**src/rtl/shift_cmd_queue_if.sv**
```systemverilog
// Command, ALU and result signals of the shift command queue, with DUT (slave) and driver (master) views.
interface shift_cmd_queue_if #(
  parameter int CNT_W = 3
) ();
  logic             flush;
  logic             in_valid;
  logic             in_ready;
  logic [1:0]       in_choice;
  logic [15:0]      in_data;
  logic [3:0]       in_shift;
  logic [1:0]       alu_choice;
  logic [15:0]      alu_i0;
  logic [3:0]       alu_shift_by;
  logic [15:0]      alu_o;
  logic             out_valid;
  logic             out_ready;
  logic [15:0]      out_data;
  logic [1:0]       out_choice;
  logic [CNT_W-1:0] count;

  modport slave (
    input  flush, in_valid, in_choice, in_data, in_shift, alu_o, out_ready,
    output in_ready, alu_choice, alu_i0, alu_shift_by, out_valid, out_data, out_choice, count
  );

  modport master (
    output flush, in_valid, in_choice, in_data, in_shift, alu_o, out_ready,
    input  in_ready, alu_choice, alu_i0, alu_shift_by, out_valid, out_data, out_choice, count
  );
endinterface

```
**src/rtl/shift_cmd_queue.sv**
```systemverilog
// Command FIFO and registered result stage around a combinational shift/rotate ALU; 2-cycle accept-to-result, no bypass.
// A stalled result (out_ready low) blocks pops; in_ready drops only when the FIFO itself is full.
module shift_cmd_queue #(
  parameter int DEPTH = 4,
  parameter int CNT_W = 3
) (
  input  logic             clk,
  input  logic             rst_n,
  shift_cmd_queue_if.slave bus
);
  localparam int PTR_W = $clog2(DEPTH);

  typedef struct packed {
    logic [1:0]  choice;
    logic [15:0] data;
    logic [3:0]  shift;
  } cmd_t;

  cmd_t             r_mem [DEPTH];
  logic [PTR_W-1:0] r_wptr;
  logic [PTR_W-1:0] r_rptr;
  logic [CNT_W-1:0] r_count;
  logic             r_out_vld;
  logic [15:0]      r_out_dat;
  logic [1:0]       r_out_choice;

  logic             w_empty;
  logic             w_in_rdy;
  logic             w_push;
  logic             w_pop;
  cmd_t             w_head;

  assign w_empty  = (r_count == '0);
  assign w_in_rdy = rst_n & (r_count < CNT_W'(DEPTH));
  // flush wins over any same-cycle transfer in either direction
  assign w_push   = bus.in_valid & w_in_rdy & ~bus.flush;
  assign w_pop    = ~w_empty & (~r_out_vld | bus.out_ready) & ~bus.flush;
  assign w_head   = w_empty ? '0 : r_mem[r_rptr];

  always_ff @(posedge clk) begin
    if (w_push) begin
      r_mem[r_wptr] <= {bus.in_choice, bus.in_data, bus.in_shift};
    end
  end

  always_ff @(posedge clk or negedge rst_n) begin
    if (!rst_n) begin
      r_wptr  <= '0;
      r_rptr  <= '0;
      r_count <= '0;
    end else if (bus.flush) begin
      r_wptr  <= '0;
      r_rptr  <= '0;
      r_count <= '0;
    end else begin
      if (w_push) begin
        r_wptr <= r_wptr + PTR_W'(1);
      end
      if (w_pop) begin
        r_rptr <= r_rptr + PTR_W'(1);
      end
      r_count <= r_count + CNT_W'(w_push) - CNT_W'(w_pop);
    end
  end

  // out_data/out_choice only move on a pop, so a flush or a drain leaves the last result visible
  always_ff @(posedge clk or negedge rst_n) begin
    if (!rst_n) begin
      r_out_vld    <= 1'b0;
      r_out_dat    <= 16'h0000;
      r_out_choice <= 2'b00;
    end else if (bus.flush) begin
      r_out_vld    <= 1'b0;
    end else if (w_pop) begin
      r_out_vld    <= 1'b1;
      r_out_dat    <= bus.alu_o;
      r_out_choice <= w_head.choice;
    end else if (bus.out_ready) begin
      r_out_vld    <= 1'b0;
    end
  end

  assign bus.in_ready     = w_in_rdy;
  assign bus.alu_choice   = w_head.choice;
  assign bus.alu_i0       = w_head.data;
  assign bus.alu_shift_by = w_head.shift;
  assign bus.out_valid    = r_out_vld;
  assign bus.out_data     = r_out_dat;
  assign bus.out_choice   = r_out_choice;
  assign bus.count        = r_count;
endmodule

```
**src/flat_wrapper.sv**
```systemverilog
// flat-port wrapper written by rule: the top's interface ports become plain ports
module shift_cmd_queue_flat 
#(
  parameter int DEPTH = 4,
  parameter int CNT_W = 3
)
  (clk, rst_n, bus_flush, bus_in_valid, bus_in_choice, bus_in_data, bus_in_shift, bus_alu_o, bus_out_ready, bus_in_ready, bus_alu_choice, bus_alu_i0, bus_alu_shift_by, bus_out_valid, bus_out_data, bus_out_choice, bus_count);
  shift_cmd_queue_if #(.CNT_W(CNT_W)) bus_i ();
  input  logic clk;
  input  logic rst_n;
  input wire logic [$bits(bus_i.flush)-1:0] bus_flush;
  input wire logic [$bits(bus_i.in_valid)-1:0] bus_in_valid;
  input wire logic [$bits(bus_i.in_choice)-1:0] bus_in_choice;
  input wire logic [$bits(bus_i.in_data)-1:0] bus_in_data;
  input wire logic [$bits(bus_i.in_shift)-1:0] bus_in_shift;
  input wire logic [$bits(bus_i.alu_o)-1:0] bus_alu_o;
  input wire logic [$bits(bus_i.out_ready)-1:0] bus_out_ready;
  output wire logic [$bits(bus_i.in_ready)-1:0] bus_in_ready;
  output wire logic [$bits(bus_i.alu_choice)-1:0] bus_alu_choice;
  output wire logic [$bits(bus_i.alu_i0)-1:0] bus_alu_i0;
  output wire logic [$bits(bus_i.alu_shift_by)-1:0] bus_alu_shift_by;
  output wire logic [$bits(bus_i.out_valid)-1:0] bus_out_valid;
  output wire logic [$bits(bus_i.out_data)-1:0] bus_out_data;
  output wire logic [$bits(bus_i.out_choice)-1:0] bus_out_choice;
  output wire logic [$bits(bus_i.count)-1:0] bus_count;
  assign bus_i.flush = bus_flush;
  assign bus_i.in_valid = bus_in_valid;
  assign bus_i.in_choice = bus_in_choice;
  assign bus_i.in_data = bus_in_data;
  assign bus_i.in_shift = bus_in_shift;
  assign bus_i.alu_o = bus_alu_o;
  assign bus_i.out_ready = bus_out_ready;
  assign bus_in_ready = bus_i.in_ready;
  assign bus_alu_choice = bus_i.alu_choice;
  assign bus_alu_i0 = bus_i.alu_i0;
  assign bus_alu_shift_by = bus_i.alu_shift_by;
  assign bus_out_valid = bus_i.out_valid;
  assign bus_out_data = bus_i.out_data;
  assign bus_out_choice = bus_i.out_choice;
  assign bus_count = bus_i.count;
  shift_cmd_queue #(.DEPTH(DEPTH), .CNT_W(CNT_W)) u_core (.clk(clk), .rst_n(rst_n), .bus(bus_i));
endmodule
```
**config.mk**
```make
export PLATFORM = sky130hd
export DESIGN_NAME = shift_cmd_queue_flat
export DESIGN_NICKNAME = d
export VERILOG_FILES = /design/src/rtl/shift_cmd_queue_if.sv /design/src/rtl/shift_cmd_queue.sv /design/src/flat_wrapper.sv
export SDC_FILE = /design/constraint.sdc
export NUM_CORES = 1
export LEC_CHECK = 0
export ABC_CLOCK_PERIOD_IN_PS = 6160
export BUFFER_PORTS_ARGS = -buffer_cell sky130_fd_sc_hd__buf_2
export CORE_ASPECT_RATIO = 1.5
export CORE_MARGIN = 4
export CORE_UTILIZATION = 59
export CTS_CLUSTER_SIZE = 14
export DETAILED_ROUTE_END_ITERATION = 8
export PLACE_DENSITY = 0.84
export SYNTH_ARGS = -nofsm -noshare
export SYNTH_HDL_FRONTEND = slang
export SYNTH_SLANG_ARGS = --single-unit
```
**constraint.sdc**
```tcl
create_clock -name clk -period 6.16 [get_ports clk]
set_input_delay 0.924 -clock clk [delete_from_list [all_inputs] [get_ports clk]]
set_output_delay 0.924 -clock clk [all_outputs]
set_load 0.01 [all_outputs]
```
==> flow_summary.toml <==
[setup_path]
worst_setup_path_startpoint = "u_core.r_rptr[1]$_DFFE_PN0P_"
critical_path.reg2reg.startpoint = "u_core.bus.count[1]$_DFF_PN0_"
timing.critical_path.required_ns = 5.24
cp_top_family = "flip-flops"
path_cells = "mux4_2, nor2b_1, buf_2"
crit_slowest_cell = "sky130_fd_sc_hd__dfrtp_1"
worstPathBufferInverterCount = 1
worstSetupPathType = "flop to output pin"
critical_path.max_fanout = 24
startpoint_type = "flop"
end_kind = "output pin"
critical_path_at_ns = 2.22
worst_path_largest_cell_delay_ns = 1.06

[placement]
hpwl_um = 5146
place.port_buffers = 87
placed_cells = 407
dpl_cell_area_um2 = 5046
gp_congestion = 0.7221

[floorplan]
die_footprint_um2 = 9220
rows = 39
design.portCount = 88
die_width_um = 79.75
floorplan.die.height_um = 115.6
initial_utilization = 0.6023
core_area_um2 = 7564

[clock_tree]
htree_levels = 4
cts_made_buffers = 17
insertion_delay_ns = 0.40
clk_root_buffer_cell = "sky130_fd_sc_hd__clkbuf_16"
cts.sinks = 114
cts.path.max_buffers = 2
cts_hold_repair.buffers = 0
clk_transition_reported_paths_ns = 0.05
setup_fix_bufs_post_cts = 0
cts-resized-gates = 0
clock_tree_from_tritoncts = "done"

[sta]
rsz0062_at_grt = "no"
max_freq_mhz = 318.1
max-slew-margin-rel = 0.2331
fin_worst_skew_ns = 0.005865
period_minus_slack_ns = 3.144
number_of_hold_violations_in_the_final_report = 0
slew_violations = 0
post-route-period-util = 0.5103
setup_violations = 0
fin_tns_setup_ns = 0
tightestPinTransition_ns = 1.150
timing.hold.ws_ns = 0.4988

[min_path]
min-delay-path-class = "flop to flop"
timing.hold.worst.start = "u_core.bus.out_data[5]$_DFFE_PN0P_"

[layout]
stdcell_count = 437
area_delta_synth_final_pct = 23.32
fraction_of_layout_cells_with_a_size_suffix_above_1 = 0.4746
nNetsFinal = 374
final_cell_area_um2 = 5618
antenna_cells_inserted = 0

[yosys]
synth.ff_latch_count = 114
post_synth_fa_ha_maj_area_fraction = 0.02087
postSynthCellCount = 226
async_s_r_ff_share_synth = 0.2281
post_synth_edffs = 88
synth.yosys.warnings = 0
synth_top_family_by_area = "multiplexers"
post_synth_xor_area_fraction = 0.003845
netlist_area_um2 = 4556
synthDistinctLibCells = 31
synth_compound_area_frac = 0.006042
seq_area_frac_synth = 0.7229
synth_flop_cell = "sky130_fd_sc_hd__edfxtp_1"
postSynthAreaPerCell_um2 = 20.16
postSynthNetCount = 276
synth-simple-area-share = 0.05987
yosys-mux-area-fraction = 0.1629

[power_and_ir_drop]
power.density_nw_per_um2 = 489.9
power_uw = 2752
vdd.ir_drop.worst_uv = 319.7
cellLeakagePower_uw = 0.002171

[routing]
routed_via_density = 5.396
wl_per_cell_um = 18.42
final_routed_wirelength_across_all_metal_layers_um = 8051
ant_nets = 0
dr.pass1.iters = 4
detail_route.iter0.violations = 82
drc_errors = 0
route.vias.total = 2358

[global_route]
groute.usage.overall = 0.1944
overflow = 0
grt_pass1_vias = 2451
grt_start_max_net_pins = 29
antenna_found_initial = 0
global_route_wire_length_before_repair_um = 12720

[outcome]
status = "finished clean"

[run]
max-cap-violations = 0
-- cell usage in the layout, fill, tap and decap left out, types with 4 or more instances in the layout --
| cell type | instances |
|---|---|
| sky130_fd_sc_hd__edfxtp_1 | 88 |
| sky130_fd_sc_hd__nor2_1 | 5 |
| sky130_fd_sc_hd__inv_1 | 7 |
| sky130_fd_sc_hd__mux2_2 | 9 |
| sky130_fd_sc_hd__clkbuf_16 | 17 |
| sky130_fd_sc_hd__mux4_2 | 22 |
| sky130_fd_sc_hd__mux2_4 | 9 |
| sky130_fd_sc_hd__ha_1 | 6 |
| sky130_fd_sc_hd__nor2b_1 | 21 |
| sky130_fd_sc_hd__dfrtp_1 | 25 |
| sky130_fd_sc_hd__and2_1 | 4 |
| sky130_fd_sc_hd__buf_2 | 87 |
-- per-layer routing --
metal	GRT usage	share of wire	up-vias
li1	-	-	1071
met1	0.2288	0.39	1188
met2	0.3212	0.53	89
met3	0.07932	0.066	10
met4	0.07441	0.013	0
met5	0	0	-
-- through the flow --
stage,util,setup slack (ns)
2_1_floorplan,-,3.108
3_5_place_dp,0.6672,2.615
4_1_cts,0.7428,2.950
3_3_place_gp,0.6672,2.700
6_report,0.7428,3.016
5_1_grt,0.7428,2.821
-- synth_stat cells (3+ instances only) --
master / n / area [um2]
sky130_fd_sc_hd__ha_1: 6 / 75.07
sky130_fd_sc_hd__inv_1: 7 / 26.28
sky130_fd_sc_hd__nor2_1: 5 / 18.77
sky130_fd_sc_hd__mux2_4: 9 / 135.1
sky130_fd_sc_hd__mux4_2: 22 / 495.5
sky130_fd_sc_hd__edfxtp_1: 88 / 2643
sky130_fd_sc_hd__and2b_1: 3 / 22.52
sky130_fd_sc_hd__mux2_2: 9 / 101.4
sky130_fd_sc_hd__a21oi_1: 3 / 15.01
sky130_fd_sc_hd__dfrtp_1: 26 / 650.6
sky130_fd_sc_hd__nor2b_1: 21 / 131.4
sky130_fd_sc_hd__and2_1: 4 / 25.02
-- layout make-up --
type                            count  area [um2]
Sequential cell                   114        3294
Fill cell                         408        1946
Multi-Input combinational cell     96        1155
Timing Repair Buffer               88       442.9
Clock buffer                       18       429.2
Clock inverter                     12       142.6
Tap cell                          102       127.6
Inverter                            7       26.28
-- cells by family after synthesis --
family / after synthesis
compound gates: 5
fa+ha+maj: 7
buf+inv: 16
xor+xnor: 2
simple gates: 41
flops: 114
mux: 41
-- path summary, 6_finish.rpt --
check	endpoint	slack [ns]	cells after the start
max in group asynchronous	u_core.r_rptr[0]$_DFFE_PN0P_	5.21	1
setup / recovery	bus_alu_i0[8]	3.02	3
min in group asynchronous	u_core.bus.out_data[8]$_DFFE_PN0P_	0.53	1
setup reg to reg	u_core.bus.count[2]$_DFF_PN0_	3.23	10
hold reg to reg	u_core.bus.out_data[5]$_DFFE_PN0P_	0.50	1
hold / removal	u_core.bus.out_data[5]$_DFFE_PN0P_	0.50	1
-- sequential cells by signal, indices dropped and copies added (netlist names) --
| signal | cells |
|---|---|
| u_core.r_rptr | 2 |
| u_core.bus.out_valid | 1 |
| u_core.bus.out_choice | 2 |
| u_core.bus.count | 3 |
| u_core.r_mem | 88 |
| u_core.bus.out_data | 16 |
| u_core.r_wptr | 2 |
-- worst register-to-register path: cells and delay by family, from the launching register on --
family | cells | cell delay [ns]
buffers and inverters | 2 | 0.11
adders and majority gates | 3 | 0.90
xor gates and xnor gates | 1 | 0.16
DFF | 1 | 0.47
and+or+nand+nor | 4 | 1.21
-- where the power goes --
part	internal, uW	total, uW	switching (uW)
Combinational	417	784	367
Clock	623	932	309
Sequential	927	1040	110
Total	1970	2750	785
Power figures use the tool's default switching activity.
